`config.mk`:
```
export PLATFORM = sky130hd
export DESIGN_NAME = mem_weight_ctrl
export DESIGN_NICKNAME = d
export VERILOG_FILES = /design/src/rtl/mem_weight_ctrl_pkg.sv /design/src/rtl/wctrl_burst_gen.sv /design/src/rtl/mem_weight_ctrl.sv
export SDC_FILE = /design/constraint.sdc
export NUM_CORES = 1
export LEC_CHECK = 0
export BUFFER_PORTS_ARGS = -buffer_cell sky130_fd_sc_hd__buf_2
export CAP_MARGIN = 25
export CORE_UTILIZATION = 34
export CTS_CLUSTER_SIZE = 30
export DETAILED_ROUTE_END_ITERATION = 6
export PLACE_DENSITY = 0.74
export SLEW_MARGIN = 40
export SYNTH_ARGS = -nofsm -noshare
export SYNTH_HDL_FRONTEND = slang
export SYNTH_SLANG_ARGS = --single-unit
```
`constraint.sdc`:
```
create_clock -name clk -period 1.5 [get_ports clk]
set_input_delay 0.075 -clock clk [delete_from_list [all_inputs] [get_ports clk]]
set_output_delay 0.075 -clock clk [all_outputs]
set_load 0.02 [all_outputs]
```
`src/rtl/mem_weight_ctrl_pkg.sv`:
```
// Shared constants for the weight-memory controller: data/address widths and FSM state codes.
package mem_weight_ctrl_pkg;
  localparam int DWIDTH = 16;
  localparam int WSIZE  = 4;

  localparam logic [1:0] ST_IDLE  = 2'd0;
  localparam logic [1:0] ST_READ  = 2'd1;
  localparam logic [1:0] ST_DRAIN = 2'd2;
endpackage

```
`src/rtl/wctrl_burst_gen.sv`:
```
// Burst address/count generator: loads base and length, then steps one consecutive address per issue.
module wctrl_burst_gen
  import mem_weight_ctrl_pkg::*;
(
  input  logic             clk,
  input  logic             xrst,
  input  logic             load,
  input  logic             step,
  input  logic [WSIZE-1:0] base,
  input  logic [WSIZE:0]   len,
  output logic [WSIZE-1:0] addr,
  output logic             last
);
  logic [WSIZE:0] cnt;

  always_ff @(posedge clk or negedge xrst) begin
    if (!xrst) begin
      addr <= '0;
      cnt  <= '0;
    end else if (load) begin
      addr <= base;
      cnt  <= len;
    end else if (step) begin
      addr <= addr + 1'b1;
      cnt  <= cnt - 1'b1;
    end
  end

  assign last = (cnt == (WSIZE+1)'(1));
endmodule

```
`src/rtl/mem_weight_ctrl.sv`:
```
// Weight-memory sequencer/arbiter: loader writes in IDLE, compute-core burst reads in READ/DRAIN.
// Optional WCTRL_STALL_CNT_EN adds a saturating count of stalled loader cycles.
module mem_weight_ctrl
  import mem_weight_ctrl_pkg::*;
(
  input  logic                     clk,
  input  logic                     xrst,
  input  logic                     wr_valid,
  output logic                     wr_ready,
  input  logic [WSIZE-1:0]         wr_addr,
  input  logic signed [DWIDTH-1:0] wr_data,
  input  logic                     rd_start,
  input  logic [WSIZE-1:0]         rd_base,
  input  logic [WSIZE:0]           rd_len,
  output logic                     rd_busy,
  output logic                     rd_valid,
  output logic                     rd_last,
  output logic signed [DWIDTH-1:0] rd_data,
  output logic                     mem_we,
  output logic [WSIZE-1:0]         mem_addr,
  output logic signed [DWIDTH-1:0] mem_wdata,
`ifdef WCTRL_STALL_CNT_EN
  output logic [31:0]              stall_cnt,
`endif
  input  logic signed [DWIDTH-1:0] mem_rdata
);
  logic [1:0]       state;
  logic             rdy_q;
  logic             is_idle, issue, last, start_ok;
  logic [WSIZE-1:0] b_addr;

  assign is_idle  = (state == ST_IDLE);
  assign issue    = (state == ST_READ);
  assign start_ok = is_idle & rdy_q & rd_start & (rd_len != '0);

  assign wr_ready  = rdy_q & is_idle;
  assign mem_we    = wr_valid & wr_ready;
  assign mem_wdata = wr_data;
  assign rd_busy   = !is_idle;
  assign rd_data   = mem_rdata;

  // Address is held at zero until the controller comes out of reset.
  always_comb begin
    mem_addr = '0;
    if (rdy_q) mem_addr = is_idle ? wr_addr : b_addr;
  end

  wctrl_burst_gen u_burst (
    .clk  (clk),
    .xrst (xrst),
    .load (start_ok),
    .step (issue),
    .base (rd_base),
    .len  (rd_len),
    .addr (b_addr),
    .last (last)
  );

  always_ff @(posedge clk or negedge xrst) begin
    if (!xrst) begin
      state    <= ST_IDLE;
      rdy_q    <= 1'b0;
      rd_valid <= 1'b0;
      rd_last  <= 1'b0;
    end else begin
      rdy_q    <= 1'b1;
      rd_valid <= issue;
      rd_last  <= issue & last;
      case (state)
        ST_IDLE:  if (start_ok) state <= ST_READ;
        ST_READ:  if (last) state <= ST_DRAIN;
        ST_DRAIN: state <= ST_IDLE;
        default:  state <= ST_IDLE;
      endcase
    end
  end

`ifdef WCTRL_STALL_CNT_EN
  always_ff @(posedge clk or negedge xrst) begin
    if (!xrst) stall_cnt <= '0;
    else if (rdy_q & wr_valid & !wr_ready & (stall_cnt != 32'hFFFF_FFFF))
      stall_cnt <= stall_cnt + 32'd1;
  end
`endif
endmodule
```
* After elaboration in Yosys (flattened, before gate mapping) *
Index checks and enable logic that the tools add are counted.

word-level totals
  register bits after elaboration = 14
  input bits = 49
  logic and storage cells = 31
  output and inout port bits = 41

cells by class
  multiplexer cells = 9
  eq/ne operators = 4
  bitwise gates (word level) = 5
  reduce and logical (&&, ||, !) cells = 5
  add/subtract/negate cells = 2

operator list
  cell                                                                     number
  4-bit 2-to-1 mux                                                         4
  5-bit 2-to-1 mux                                                         2
  1-bit AND                                                                5
  5-bit by 1-bit equality test with 1-bit output, second input constant    1
  5-bit nonzero test                                                       1
  5-bit by 1-bit subtractor with 5-bit output, second input constant       1
  4-bit by 1-bit adder with 4-bit output, second input constant            1
  2-bit 2-to-1 mux                                                         2
  2-bit by 1-bit inequality test with 1-bit output, second input constant  2
  2-bit one-hot mux with 2 select lines                                    1
  2-bit by 1-bit equality test with 1-bit output, second input constant    1
  2-bit zero test                                                          1
  2-bit AND reduction                                                      1
  2-bit nonzero test                                                       1
  1-bit zero test                                                          1

* Depth between registers and ports, before layout *
  depth in word-level cells = 6
  mapped depth = 6
  mapped depth without buffers = 6

* By module *
From an unflattened synthesis, not the netlist that was laid out.

unflattened totals
  cells, all modules = 111
  area total of the unflattened synthesis = 1018.5 um^2

by module, submodules not included
  module           instances  area each (um^2)  seq. area each (um^2)  cells each
  mem_weight_ctrl  1          510.5             125.1                  63
  wctrl_burst_gen  1          508.0             225.2                  48

* Least setup slack after synthesis *
OpenSTA, ideal clock, no wires.

  path type = reg-to-reg
  from = register state[0]
  to = register u_burst.cnt[4]
  path slack = 0.067 ns
  library setup time = 0.126 ns
  cell stages (with the launch flop) = 5
  required time = 1.374 ns
  arrival time = 1.307 ns
  clock period less this slack = 1.433 ns
  path through = dfrtp_1 -> and4bb_2 -> o21ai_4 -> and2_2 -> a221o_1

on the way
  word-level cells in the longest chain between the ends = 5
  elaborated cells between the ends (all ways) = 7
  those cells by class = 1 x eq/ne; 1 x mux; 3 x bitwise; 2 x reduce/logical

RTL lines
  item                                                    RTL line               source
  from (decl)                                             mem_weight_ctrl.sv:27  logic [1:0] state;
  from (signal assigned)                                  mem_weight_ctrl.sv:61  state <= ST_IDLE;
  from (signal assigned)                                  mem_weight_ctrl.sv:70  ST_IDLE: if (start_ok) state <= ST_READ;
  from (signal assigned)                                  mem_weight_ctrl.sv:71  ST_READ: if (last) state <= ST_DRAIN;
  2-bit zero test                                         mem_weight_ctrl.sv:32  assign is_idle = (state == ST_IDLE);
  1-bit AND (3 in a row)                                  mem_weight_ctrl.sv:34  assign start_ok = is_idle & rdy_q & rd_start & (rd_len != '0);
  5-bit 2-to-1 mux or 2-bit nonzero test (tied branches)  -
  to (signal assigned)                                    wctrl_burst_gen.sv:22  cnt <= len;
  to (signal assigned)                                    wctrl_burst_gen.sv:25  cnt <= cnt - 1'b1;
  to (decl)                                               wctrl_burst_gen.sv:14  logic [WSIZE:0] cnt;

Several ways; a longest one is shown, not always the timed one.
A chain may end at the register's enable or synchronous reset.

* Worst setup path in the final report *
  from = register state[1]
  to = register u_burst.cnt[2]

The elaborated chain is that of the path after synthesis.

==> metrics.yaml <==
grt_overflow: 0
critPathBufInv: 0
grt_pass1_wl_mm: 3.512
slowest_delay_ps: 420
use_met1_pct: 18.52
hold_slack_ps: 30.15
syn_to_final_growth_pct: 6.956
path_class: "reg -> reg"
fin_skew_ps: 2.009
place.gp.congestion: 0.8054
setup_violations: 0
synth_nets: 161
synthXorXnorAreaFrac_pct: 2.609
cp_cell_sequence: "and4bb_2 > o21ai_4 > and2_4 > a221o_1"
drive_above_1_share_pct: 46.09
synth_edf_count: 0
power_density_mw_per_mm2: 1998
detail-route-antenna-nets: 0
layout.nets: 169
synthTopCellsByCount: "32 x buf_4, 14 x dfrtp_1, 11 x nand2_1"
start_kind: "flip-flop"
layout_min_cycle_time_ps: 1430
synthSimpleGateAreaFrac_pct: 18.01
synth_area_mm2: 0.001007
grt_pass1_vias: 739
io_pins: 90
drv_cap: 0
p_int_w: 0.001269
antenna_cells: 0
synth_top_area_share_pct: 34.78
synth_ff_type: "dfrtp_1"
yosys.area_share.adder_pct: 3.727
routed_wl_mm: 2.128
worst_slack_ps: 70.41
drc_errors: 0
dr.pass1.iters: 2
grt_max_degree: 15
switching_share_pct: 41.05
insertion_delay_ps: 270
cp_max_fo: 8
die_area_mm2: 0.003184
yosysMostFrequentCell: "buf_4"
dp_hpwl_mm: 1.674
viasPerCell: 5.130
cts_tree: "done"
fp.dieH_um: 56.43
cts_root_buf: "clkbuf_4"
hp-class: "in -> reg"
synth_top_family_by_area: "buffers and inverters"
end_kind: "flip-flop"
cts_buffers: 3
antenna_found_initial: 0
globalRouteMet3Util_pct: 5.991
rows: 19
slew_viol_final: 0
htree_levels: 1
synthMuxAreaShare_pct: 0
clkPwrFrac_pct: 9.6
fmax_ghz: 0.6995
met2_usage_pct: 19.83
seq_area_frac_synth_pct: 34.78
dr.first_iter.drc_count: 30
combPwrFrac_pct: 57.1
start_util_pct: 36.21
busiest_layer: "met2"
status: "complete, no violations"
cts_sinks: 14
switchingPower_w: 0.0008836
ys_top_cells_by_area: "dfrtp_1 35%, buf_4 24%, nand2_1 4.1%"
critPathArrivalTime_ps: 1590
finish.utilization_pct: 38.73
dieWidth_um: 56.43
seqPwrFrac_pct: 33.3
synth-compound-area-share_pct: 14.41
clockBufferDepth: 2
post-place-ws_ps: 9.917
yosysWarnings: 0
ir_drop_mv: 1.061
p_leak_nw: 0.5253
via_count: 749
rsz0062_at_grt: "true"
hold_viol: 0
synth.distinct_cells: 31
port_buffers: 25
worst_path_dominant_cell_family: "simple AND/OR/NAND/NOR gates"
critPathSlowestCell: "dfrtp_1"
design.core.area_mm2: 0.002781
clk_transition_reported_paths_ps: 80
ys_seq_elements: 14
synthCells: 109
avgSynthCellArea_um2: 9.241
wire_per_inst_um: 14.58
worstPathRequired_ps: 1660
yosysTopAreaCell: "dfrtp_1"
async_reset_ff_share_pct: 100.0
grt_usage_pct: 14.40
period_share_pct: 95.31
## sequential cells by signal, summed over array words and instances, names as in the netlist
register and count:
rd_last 1, rd_valid 1, rdy_q 1, state 2, u_burst.addr 4, u_burst.cnt 5
## cell usage in the layout, fill, tap and decap left out, types with 3 or more instances in the layout
cell type / n
clkbuf_4: 3
buf_2: 21
and2_1: 3
a221o_1: 3
dfrtp_1: 14
nor2_1: 4
a21oi_1: 3
nand2_1: 10
nand2b_1: 3
buf_4: 13
a21boi_1: 4
inv_1: 3
## logic make-up after synthesis
logic type	Yosys count
compound gates	17
simple gates	33
other cells	1
flops	14
xor+xnor	3
fa+ha+maj	3
buf+inv	38
## through the flow
| step | power (W) | setup TNS, ps | instance area [um^2] | cells |
|---|---|---|---|---|
| final | 0.002153 | 0 | 1077 | 146 |
| after CTS | 0.002032 | 0 | 1021 | 143 |
| after floorplan | 0.001541 | 0 | 1007 | 109 |
| after detailed placement | 0.001785 | 0 | 979.7 | 139 |
| after global placement | 0.001736 | 0 | 979.7 | 139 |
| after global routing | 0.002359 | -129.5 | 1077 | 146 |
## path summary, 6_finish.rpt
path	from	endpoint	slack [ps]	cells past startpoint
max	state[1]$_DFFE_PN0P_	u_burst.cnt[2]$_DFFE_PN0P_	70	4
min	rd_base[2]	u_burst.addr[2]$_DFFE_PN0P_	30	2
max reg2reg	state[1]$_DFFE_PN0P_	u_burst.cnt[2]$_DFFE_PN0P_	70	4
min reg2reg	u_burst.addr[2]$_DFFE_PN0P_	u_burst.addr[2]$_DFFE_PN0P_	610	1
max in group asynchronous	xrst	rd_last$_DFF_PN0_	1050	2
min in group asynchronous	xrst	u_burst.cnt[3]$_DFFE_PN0P_	210	2
## area by class of cell
type | instances | area, um^2
Timing Repair Buffer | 36 | 224.0
Clock buffer | 3 | 22.52
Multi-Input combinational cell | 57 | 422.9
Inverter | 5 | 18.77
Sequential cell | 14 | 350.3
Tap cell | 31 | 38.79
Fill cell | 288 | 1704
## power by group through the flow
stage / clock [W] / combinational [W] / sequential (W)
after CTS: 0.000221 / 0.00112 / 0.000695
final: 0.000208 / 0.00123 / 0.000717
after global routing: 0.000247 / 0.00137 / 0.000741
after detailed placement: 0 / 0.00109 / 0.000696
after floorplan: 0 / 0.000858 / 0.000683
after global placement: 0 / 0.00105 / 0.000688
## worst register-to-register path, stage by stage (launching register included)
cell      delay, ps
dfrtp_1         420
and4bb_2        350
o21ai_4         100
and2_4          160
a221o_1         290
## layer usage
layer  part of all wire, %  up-vias  wire length, um
met3                    11       20              225
met4                   4.7        0               99
met5                     0        -                0
met1                    45      334              947
li1                      -      351                -
met2                    40       44              855
## repair_timing
action	4_1_cts	5_1_grt
resized for setup	3	15
hold buffers	1	0
pin swaps	0	8
endpoints found under the setup margin	7	11
buffers inserted	0	3
hold endpoints to repair	14	0
(Power assumes the default switching activity.)
